==> src/rtl/muldiv_pkg.sv <==
// Shared types and operation encodings for the iterative multiply/divide unit.
package muldiv_pkg;

    localparam logic [1:0] OP_ENC_MULU = 2'b00;
    localparam logic [1:0] OP_ENC_MUL  = 2'b01;
    localparam logic [1:0] OP_ENC_DIVU = 2'b10;
    localparam logic [1:0] OP_ENC_DIV  = 2'b11;

    typedef enum logic [1:0] {
        MULU = OP_ENC_MULU,
        MUL  = OP_ENC_MUL,
        DIVU = OP_ENC_DIVU,
        DIV  = OP_ENC_DIV
    } op_e;

    typedef enum logic [1:0] {
        IDLE = 2'b00,
        RUN  = 2'b01,
        DONE = 2'b10
    } state_e;

    // Upper encoding bit selects the divider, lower bit selects signed arithmetic.
    function automatic logic op_is_div(input op_e op);
        logic [1:0] enc;
        enc = op;
        return enc[1];
    endfunction

    function automatic logic op_is_signed(input op_e op);
        logic [1:0] enc;
        enc = op;
        return enc[0];
    endfunction

endpackage

==> src/rtl/muldiv_unit_div_step.sv <==
// One restoring-division iteration: shift in a dividend bit, trial-subtract the divisor.
module restoring_div_step #(
    parameter int WIDTH = 32
) (
    input  logic [WIDTH-1:0] rem,
    input  logic             dividend_bit,
    input  logic [WIDTH-1:0] divisor,
    output logic [WIDTH-1:0] new_rem,
    output logic             q_bit
);
    logic [WIDTH:0]   shifted_s;
    logic [WIDTH-1:0] diff_s;

    // A set top bit means the shifted remainder already exceeds any WIDTH-bit divisor.
    assign shifted_s = {rem, dividend_bit};
    assign diff_s    = shifted_s[WIDTH-1:0] - divisor;
    assign q_bit     = shifted_s[WIDTH] | (shifted_s[WIDTH-1:0] >= divisor);
    assign new_rem   = q_bit ? diff_s : shifted_s[WIDTH-1:0];

endmodule

==> src/rtl/muldiv_unit.sv <==
// Iterative multiply/divide unit: one operand bit per cycle, 2*WIDTH result in HI/LO.
// Divider datapath is built only when MULDIV_DIV_EN is defined.
module muldiv_unit
    import muldiv_pkg::*;
#(
    parameter int WIDTH = 32
) (
    input  logic             i_clk,
    input  logic             i_rst,
    input  logic             i_start,
    input  logic [1:0]       i_op,
    input  logic [WIDTH-1:0] i_a,
    input  logic [WIDTH-1:0] i_b,
    output logic             o_busy,
    output logic             o_done,
    output logic [WIDTH-1:0] o_hi,
    output logic [WIDTH-1:0] o_lo,
    output logic             o_dbz
);
    localparam int             CNT_W    = $clog2(WIDTH + 1);
    localparam logic [CNT_W-1:0] LAST_CNT = CNT_W'(WIDTH - 1);
    localparam logic [CNT_W-1:0] CNT_ONE  = CNT_W'(1);

    state_e             state_r, state_next_s;
    logic [CNT_W-1:0]   cnt_r;
    logic [2*WIDTH-1:0] acc_r, acc_next_s, mul_next_s, prod_fix_s;
    logic [WIDTH-1:0]   opnd_r;
    logic [WIDTH:0]     mul_sum_s;
    logic               neg_lo_r;
    logic               start_s, last_s, res_we_s;
    logic [WIDTH-1:0]   res_hi_s, res_lo_s;
    op_e                start_op_s;
    logic               start_div_s, start_signed_s;
    logic [WIDTH-1:0]   abs_a_s, abs_b_s;

    assign start_op_s     = op_e'(i_op);
    assign start_div_s    = op_is_div(start_op_s);
    assign start_signed_s = op_is_signed(start_op_s);
    assign abs_a_s        = (start_signed_s && i_a[WIDTH-1]) ? -i_a : i_a;
    assign abs_b_s        = (start_signed_s && i_b[WIDTH-1]) ? -i_b : i_b;
    assign start_s        = (state_r == IDLE) && i_start;
    assign last_s         = (state_r == RUN) && (cnt_r == LAST_CNT);

    // Next-state logic for the IDLE -> RUN -> DONE sequencer
    always_comb begin
        state_next_s = state_r;
        case (state_r)
            IDLE: begin
                if (i_start) begin
`ifdef MULDIV_DIV_EN
                    state_next_s = RUN;
`else
                    state_next_s = start_div_s ? DONE : RUN;
`endif
                end else begin
                    state_next_s = IDLE;
                end
            end
            RUN: begin
                if (cnt_r == LAST_CNT) begin
                    state_next_s = DONE;
                end else begin
                    state_next_s = RUN;
                end
            end
            DONE:    state_next_s = IDLE;
            default: state_next_s = IDLE;
        endcase
    end

    // State register and handshake outputs, both derived from the current state
    always_ff @(posedge i_clk or posedge i_rst) begin
        if (i_rst) begin
            state_r <= IDLE;
            o_busy  <= 1'b0;
            o_done  <= 1'b0;
        end else begin
            state_r <= state_next_s;
            o_busy  <= (state_r == RUN);
            o_done  <= (state_r == DONE);
        end
    end

    // Shift-add step: {hi,lo} holds the partial product with the multiplier in lo
    always_comb begin
        mul_sum_s = {1'b0, acc_r[2*WIDTH-1:WIDTH]};
        if (acc_r[0]) begin
            mul_sum_s = {1'b0, acc_r[2*WIDTH-1:WIDTH]} + {1'b0, opnd_r};
        end else begin
            mul_sum_s = {1'b0, acc_r[2*WIDTH-1:WIDTH]};
        end
        mul_next_s = {mul_sum_s, acc_r[WIDTH-1:1]};
    end

    assign prod_fix_s = neg_lo_r ? -acc_next_s : acc_next_s;

    // Operand latch at start, one iteration per RUN cycle
    always_ff @(posedge i_clk or posedge i_rst) begin
        if (i_rst) begin
            cnt_r    <= {CNT_W{1'b0}};
            acc_r    <= {(2*WIDTH){1'b0}};
            opnd_r   <= {WIDTH{1'b0}};
            neg_lo_r <= 1'b0;
        end else if (start_s) begin
            cnt_r    <= {CNT_W{1'b0}};
            neg_lo_r <= start_signed_s && (i_a[WIDTH-1] ^ i_b[WIDTH-1]);
            if (start_div_s) begin
                acc_r  <= {{WIDTH{1'b0}}, abs_a_s};
                opnd_r <= abs_b_s;
            end else begin
                acc_r  <= {{WIDTH{1'b0}}, abs_b_s};
                opnd_r <= abs_a_s;
            end
        end else if (state_r == RUN) begin
            acc_r <= acc_next_s;
            cnt_r <= cnt_r + CNT_ONE;
        end
    end

`ifdef MULDIV_DIV_EN
    op_e                op_r;
    logic               neg_hi_r, dbz_r;
    logic [WIDTH-1:0]   div_rem_s, quo_fix_s, rem_fix_s;
    logic               div_q_s;
    logic [2*WIDTH-1:0] div_next_s;

    // Divide shares the accumulator: remainder in hi, dividend shifting out of lo
    restoring_div_step #(
        .WIDTH(WIDTH)
    ) u_div_step (
        .rem          (acc_r[2*WIDTH-1:WIDTH]),
        .dividend_bit (acc_r[WIDTH-1]),
        .divisor      (opnd_r),
        .new_rem      (div_rem_s),
        .q_bit        (div_q_s)
    );

    assign div_next_s = {div_rem_s, acc_r[WIDTH-2:0], div_q_s};
    assign acc_next_s = op_is_div(op_r) ? div_next_s : mul_next_s;
    assign quo_fix_s  = neg_lo_r ? -acc_next_s[WIDTH-1:0] : acc_next_s[WIDTH-1:0];
    assign rem_fix_s  = neg_hi_r ? -acc_next_s[2*WIDTH-1:WIDTH] : acc_next_s[2*WIDTH-1:WIDTH];
    assign res_we_s   = last_s;

    // Final result select; a zero divisor leaves the dividend as remainder
    always_comb begin
        res_hi_s = prod_fix_s[2*WIDTH-1:WIDTH];
        res_lo_s = prod_fix_s[WIDTH-1:0];
        if (op_is_div(op_r)) begin
            res_hi_s = rem_fix_s;
            if (dbz_r) begin
                res_lo_s = {WIDTH{1'b1}};
            end else begin
                res_lo_s = quo_fix_s;
            end
        end else begin
            res_hi_s = prod_fix_s[2*WIDTH-1:WIDTH];
            res_lo_s = prod_fix_s[WIDTH-1:0];
        end
    end

    // Divide-only operation attributes captured at start
    always_ff @(posedge i_clk or posedge i_rst) begin
        if (i_rst) begin
            op_r     <= MULU;
            neg_hi_r <= 1'b0;
            dbz_r    <= 1'b0;
        end else if (start_s) begin
            op_r     <= start_op_s;
            neg_hi_r <= start_signed_s && i_a[WIDTH-1];
            dbz_r    <= start_div_s && (i_b == {WIDTH{1'b0}});
        end
    end

    // Divide-by-zero flag follows each completed operation
    always_ff @(posedge i_clk or posedge i_rst) begin
        if (i_rst) begin
            o_dbz <= 1'b0;
        end else if (res_we_s) begin
            o_dbz <= dbz_r;
        end
    end
`else
    assign acc_next_s = mul_next_s;
    assign res_we_s   = last_s || (start_s && start_div_s);
    assign o_dbz      = 1'b0;

    // Divide requests complete straight from IDLE with a zero result
    always_comb begin
        res_hi_s = {WIDTH{1'b0}};
        res_lo_s = {WIDTH{1'b0}};
        if (state_r == IDLE) begin
            res_hi_s = {WIDTH{1'b0}};
            res_lo_s = {WIDTH{1'b0}};
        end else begin
            res_hi_s = prod_fix_s[2*WIDTH-1:WIDTH];
            res_lo_s = prod_fix_s[WIDTH-1:0];
        end
    end
`endif

    // HI/LO hold their value until the next operation completes
    always_ff @(posedge i_clk or posedge i_rst) begin
        if (i_rst) begin
            o_hi <= {WIDTH{1'b0}};
            o_lo <= {WIDTH{1'b0}};
        end else if (res_we_s) begin
            o_hi <= res_hi_s;
            o_lo <= res_lo_s;
        end
    end

endmodule

==> config.mk <==
export PLATFORM = sky130hd
export DESIGN_NAME = muldiv_unit
export DESIGN_NICKNAME = d
export VERILOG_FILES = /design/src/rtl/muldiv_pkg.sv /design/src/rtl/muldiv_unit_div_step.sv /design/src/rtl/muldiv_unit.sv
export SDC_FILE = /design/constraint.sdc
export NUM_CORES = 1
export LEC_CHECK = 0
export BUFFER_PORTS_ARGS = -buffer_cell sky130_fd_sc_hd__clkbuf_2
export CORE_ASPECT_RATIO = 0.5
export CORE_MARGIN = 1
export CORE_UTILIZATION = 54
export CTS_CLUSTER_SIZE = 40
export DETAILED_ROUTE_END_ITERATION = 7
export PLACE_DENSITY = 0.88
export SLEW_MARGIN = 10
export SYNTH_ARGS = -nofsm -noshare
export SYNTH_HDL_FRONTEND = slang
export SYNTH_SLANG_ARGS = --single-unit
export TNS_END_PERCENT = 50
==> constraint.sdc <==
create_clock -name i_clk -period 4.65 [get_ports i_clk]
set_input_delay 0.465 -clock i_clk [delete_from_list [all_inputs] [get_ports i_clk]]
set_output_delay 0.465 -clock i_clk [all_outputs]
set_load 0.05 [all_outputs]
# Yosys cells after proc, flatten, opt, wreduce, memory -nomap -nowiden
# Index checks and enable logic that the tools add are counted.
dict set report classes {
  addsub 5
  eq_ne 3
  mux 16
  bitwise 1
  reduce_logical 9
}
# op n
set ops {}
lappend ops {{2-to-1 mux 32 bit} 6}
lappend ops {{2-to-1 mux 64 bit} 3}
lappend ops {{negator 32 bit} 2}
lappend ops {{negator 64 bit} 1}
lappend ops {{adder 32 x 32 -> 33 bit} 1}
lappend ops {{2-to-1 mux 33 bit} 1}
lappend ops {{2-to-1 mux 6 bit} 2}
lappend ops {{adder 6 x 1 -> 6 bit, second input constant} 1}
lappend ops {{== test 6 x 5 -> 1 bit, second input constant} 1}
lappend ops {{logical AND 1 bit} 6}
lappend ops {{2-to-1 mux 2 bit} 3}
lappend ops {{one-hot mux 2 bit (2 select lines)} 1}
lappend ops {{== test 2 x 1 -> 1 bit, second input constant} 1}
lappend ops {{== test 2 bit, second input constant} 1}
lappend ops {{zero test 2 bit} 1}
lappend ops {{nonzero test 2 bit} 1}
lappend ops {{logical OR 1 bit} 1}
lappend ops {{XOR 1 bit} 1}
dict set report word_totals {
  reg_bits 171
  inputBits 69
  out_inout_bits 67
  elab_cells 43
}

# Logic depth before layout (Yosys ltp)
dict set report depth {
  word_depth 5
  depth_mapped 13
  depth_no_buf 13
}

# Worst setup path after synthesis
# OpenSTA, ideal clock, no wires.
dict set report synth_timing {
  kind {register to register}
  startpoint {register acc_r[32]}
  endpoint {register o_hi[26]}
  setup_time_ns 0.131
  arrival_ns 3.436
  t_required_ns 4.519
  setup_slack_ns 1.083
  path_stages_with_launch 14
  period_less_slack_ns 3.567
  cell_sequence {dfrtp_1 ha_1 fa_1 a211oi_1 o21ai_1 nor3_1 o221ai_1 a211oi_1 nand3_1 nor2_1 nand3_1 o31ai_1 xnor2_1 o21ai_1}
}
dict set report synth_via {
  elab_chain_len 5
}
# item line_no
set synth_rtl {}
lappend synth_rtl {{from (decl)} muldiv_unit.sv:26} ;# logic [2*WIDTH-1:0] acc_r, acc_next_s, mul_next_s, prod_fix_s;
lappend synth_rtl {{from (signal assigned)} muldiv_unit.sv:101} ;# acc_r <= {(2*WIDTH){1'b0}};
lappend synth_rtl {{from (signal assigned)} muldiv_unit.sv:108} ;# acc_r <= {{WIDTH{1'b0}}, abs_a_s};
lappend synth_rtl {{from (signal assigned)} muldiv_unit.sv:111} ;# acc_r <= {{WIDTH{1'b0}}, abs_b_s};
lappend synth_rtl {{adder 32 x 32 -> 33 bit} muldiv_unit.sv:88} ;# mul_sum_s = {1'b0, acc_r[2*WIDTH-1:WIDTH]} + {1'b0, opnd_r};
lappend synth_rtl {{2-to-1 mux 33 bit *} muldiv_unit.sv:87} ;# if (acc_r[0]) begin
lappend synth_rtl {{negator 64 bit} muldiv_unit.sv:95} ;# assign prod_fix_s = neg_lo_r ? -acc_next_s : acc_next_s;
lappend synth_rtl {{2-to-1 mux 64 bit *} muldiv_unit.sv:95}
lappend synth_rtl {{2-to-1 mux 32 bit *} muldiv_unit.sv:191} ;# if (state_r == IDLE) begin
lappend synth_rtl {{to (signal assigned)} muldiv_unit.sv:204} ;# o_hi <= {WIDTH{1'b0}};
lappend synth_rtl {{to (signal assigned)} muldiv_unit.sv:207} ;# o_hi <= res_hi_s;
lappend synth_rtl {{to (decl)} muldiv_unit.sv:16} ;# output logic [WIDTH-1:0] o_hi,
# Every way passes the cells marked *; elsewhere a longest branch is shown, timed or not.
# A chain may end at the register's enable or synchronous reset.

# Worst setup path after layout
# Same ends and word-level chain as after synthesis.

==> results.py <==
metrics = {
    "sta": {
        "clock_skew_ns": 0.00831,
        "final-setup-viol-count": 0,
        "fin_crit_ns": 4.19,
        "maxSlewHeadroom_pct": 16.5,
        "final.setup.tns_ns": 0,
        "timing.fmax_ghz": 0.239,
        "rsz0062_at_grt": "false",
        "final_hold_viol_count": 0,
        "drv_slew": 0,
        "tightest_slew_ns": 1.24,
        "fin_crit_sh_pct": 90.1,
    },
    "setup_path": {
        "path_max_fanout": 6,
        "cp-end-kind": "flip-flop",
        "path_cells": "ha_1 -> fa_1 -> a211oi_1 -> o21ai_1 -> a22oi_1 -> a31oi_1 -> xnor2_1 -> a31oi_1 -> nor3b_2 -> nand3_1 -> o31ai_1 -> xnor2_1 -> o21ai_1",
        "required_ns": 4.95,
        "crit_slowest_cell": "a211oi_1",
        "crit_path_start": "acc_r[32]$_DFFE_PP0P_",
        "critPathArrivalTime_ns": 4.48,
        "worstReg2RegStart": "acc_r[32]$_DFFE_PP0P_",
        "crit_path_start_kind": "flip-flop",
        "path_class": "reg -> reg",
        "cpPeakStageDelay_ns": 0.47,
    },
    "placement": {
        "hpwl_um": 25400,
        "placed_area_um2": 13000,
        "portBuffers": 134,
        "routabilityCongestion": 1.01,
        "dp.cells": 1904,
    },
    "cts": {
        "cts_buffers": 17,
        "post_cts_buffers": 0,
        "htreeDepth": 4,
        "cts_tree": "done",
        "cts-resized-gates": 0,
        "cts_root_buffer": "clkbuf_16",
        "clk_latency_ns": 0.45,
        "path_clk_slew_ns": 0.07,
        "postCtsHoldBufs": 0,
        "clockBufferDepth": 2,
        "clock-sinks": 171,
    },
    "global_route": {
        "grt_max_degree": 133,
        "antenna_found_initial": 1,
        "grt_pass1_vias": 11047,
        "grt_pass1_wl_um": 55600,
        "grt_overflow": 0,
        "track_usage_pct": 30.1,
    },
    "final_layout": {
        "fill_cells": 1902,
        "regArea_um2": 4280,
        "final_cell_mix": "nand2_1, o21ai_0, dfrtp_1",
        "final_common_cell": "nand2_1",
        "final_cell_count_no_fill": 1936,
        "area_growth_pct": 11.4,
        "drive_gt1_share_pct": 13.5,
        "multi_input_area_um2": 7530,
        "layout.nets": 1729,
        "diodes": 0,
        "fin_area_um2": 13700,
    },
    "floorplanning": {
        "num_rows": 38,
        "die_area_um2": 23400,
        "die_w_um": 215,
        "ioPinCount": 136,
        "initial_utilization_pct": 55.8,
        "die_h_um": 109,
        "core_area_um2": 22000,
    },
    "hold_path": {
        "hold_class": "in -> async",
    },
    "power": {
        "p_per_area_nw_per_um2": 671,
        "p_leak_nw": 5.99,
        "peakVddDrop_mv": 0.412,
    },
    "detailed_routing": {
        "drc": 0,
        "totalWireLength_um": 34500,
        "vias": 11865,
        "drtPass1Iterations": 6,
        "vias_per_cell": 6.13,
        "antenna_left": 0,
        "first_iter_violations": 1201,
        "post_drt_wl_per_cell_um": 17.8,
    },
    "logic_synthesis": {
        "yosys.area.top_type": "dfrtp_1",
        "async_flop_share_pct": 100,
        "synth_mux_area_share_pct": 2.55,
        "synth.net_count": 1666,
        "synth-simple-area-share_pct": 22.6,
        "synth_cell_types": 77,
        "synthTopCellsByArea": "dfrtp_1, o21ai_0, nand2_1",
        "syn-cell-area_um2": 12300,
        "synthAdderAreaFrac_pct": 3.84,
        "ys_warn_count": 0,
        "ys_seq_area_share_pct": 34.9,
        "synth_cells": 1560,
        "yosys_most_used_dff": "dfrtp_1",
        "yosys.area_share.xor_xnor_pct": 9.78,
        "synth_edf_count": 0,
        "synth_top_family_by_area": "simple AND/OR/NAND/NOR gates",
        "synth_seq_cells": 171,
        "synth_compound_area_share_pct": 22.4,
        "syn_avg_cell_area_um2": 7.86,
        "netlist.area_leader.share_pct": 34.9,
    },
    "run_status": {
        "status": "finished, final reports clean",
    },
    "flow_run": {
        "maxCapViolations": 0,
    },
}
## critical path, delay by kind of cell (launching register included)
kind	cells	cell delay (ns)
AOI/OAI and AO/OA	7	1.99
adders and majority gates	2	0.68
and+or+nand+nor	2	0.54
DFF	1	0.42
xor gates and xnor gates	2	0.41
## cell usage after synthesis, types with 3 or more instances
master / instances
mux2_2: 10
o21ai_0: 177
nor4_1: 10
o211ai_1: 8
nor2_1: 152
a21oi_1: 119
nand2_1: 208
nor2b_1: 5
o211a_1: 5
and4_1: 3
a31oi_1: 34
buf_1: 16
ha_1: 36
mux2i_1: 20
a211o_1: 7
a211oi_1: 7
a22oi_1: 8
o31a_1: 3
inv_1: 24
clkbuf_1: 82
or4_1: 12
dfrtp_1: 171
nor3_1: 24
o21ai_1: 22
nor3b_1: 4
or3_1: 9
xor2_1: 73
xnor2_1: 64
a221oi_1: 3
nand3_1: 103
nand4_1: 10
a21boi_0: 4
a21o_1: 9
o31ai_1: 25
and2_1: 7
o21a_1: 7
o41ai_1: 8
nand2b_1: 9
and3_1: 7
or2_2: 7
## per-stage QoR
| step | worst slack (ns) | hold WS [ns] | total power (W) | util (%) |
|---|---|---|---|---|
| detailed placement | 0.512 | 0.473 | 0.00757 | 59.4 |
| global placement | 0.672 | 0.466 | 0.00747 | 59.4 |
| CTS | 0.459 | 0.195 | 0.00907 | 62.1 |
| finish | 0.461 | 0.175 | 0.00916 | 62.2 |
| global route | 0.164 | 0.223 | 0.00983 | 62.2 |
| floorplan | 1.08 | 0.427 | 0.00629 | - |
## layer usage
layer | global-route usage [%] | up-vias | share of wire (%)
met5 | 0 | - | 0.038
met4 | 10.5 | 2 | 1.9
met3 | 6.02 | 68 | 7.1
met2 | 49.6 | 401 | 47
met1 | 39.7 | 5711 | 44
li1 | - | 5683 | -
## power breakdown
| group | total (W) | leakage, nW | internal, W | switching, W |
|---|---|---|---|---|
| Combinational | 0.00509 | 3.49 | 0.00186 | 0.00323 |
| Sequential | 0.00261 | 2.21 | 0.00196 | 0.000651 |
| Clock | 0.00147 | 0.294 | 0.000770 | 0.000696 |
| Total | 0.00916 | 5.99 | 0.00459 | 0.00458 |
## path summary, 6_finish.rpt
kind | slack (ns) | cells past startpoint | endpoint
worst max-delay path | 0.46 | 13 | o_hi[26]$_DFFE_PP0P_
worst min-delay path | 0.17 | 3 | o_hi[27]$_DFFE_PP0P_
worst max register to register | 0.46 | 13 | o_hi[26]$_DFFE_PP0P_
worst min register to register | 0.49 | 1 | o_done$_DFF_PP0_
max in group asynchronous | 3.84 | 3 | acc_r[0]$_DFFE_PP0P_
min in group i_clk | 0.35 | 3 | neg_lo_r$_DFFE_PP0P_
## flip-flops by register name, indices dropped and copies added (netlist names)
register	flops
o_lo	32
acc_r	64
opnd_r	32
o_hi	32
o_done	1
neg_lo_r	1
o_busy	1
cnt_r	6
state_r	2
## cell families after synthesis
group	count (synthesis)
fa+ha+maj	37
compound gates	467
xor+xnor	137
mux	30
buf+inv	126
other cells	1
flops	171
simple gates	591
## layout make-up
class	instances	area share, %
Clock buffer	17	3.11
Multi-Input combinational cell	1263	55.2
Inverter	25	0.714
Timing Repair Buffer	145	5.61
Sequential cell	171	31.3
Tap cell	300	2.75
Clock inverter	15	1.32
No activity file was read; power rests on OpenSTA's default activity.
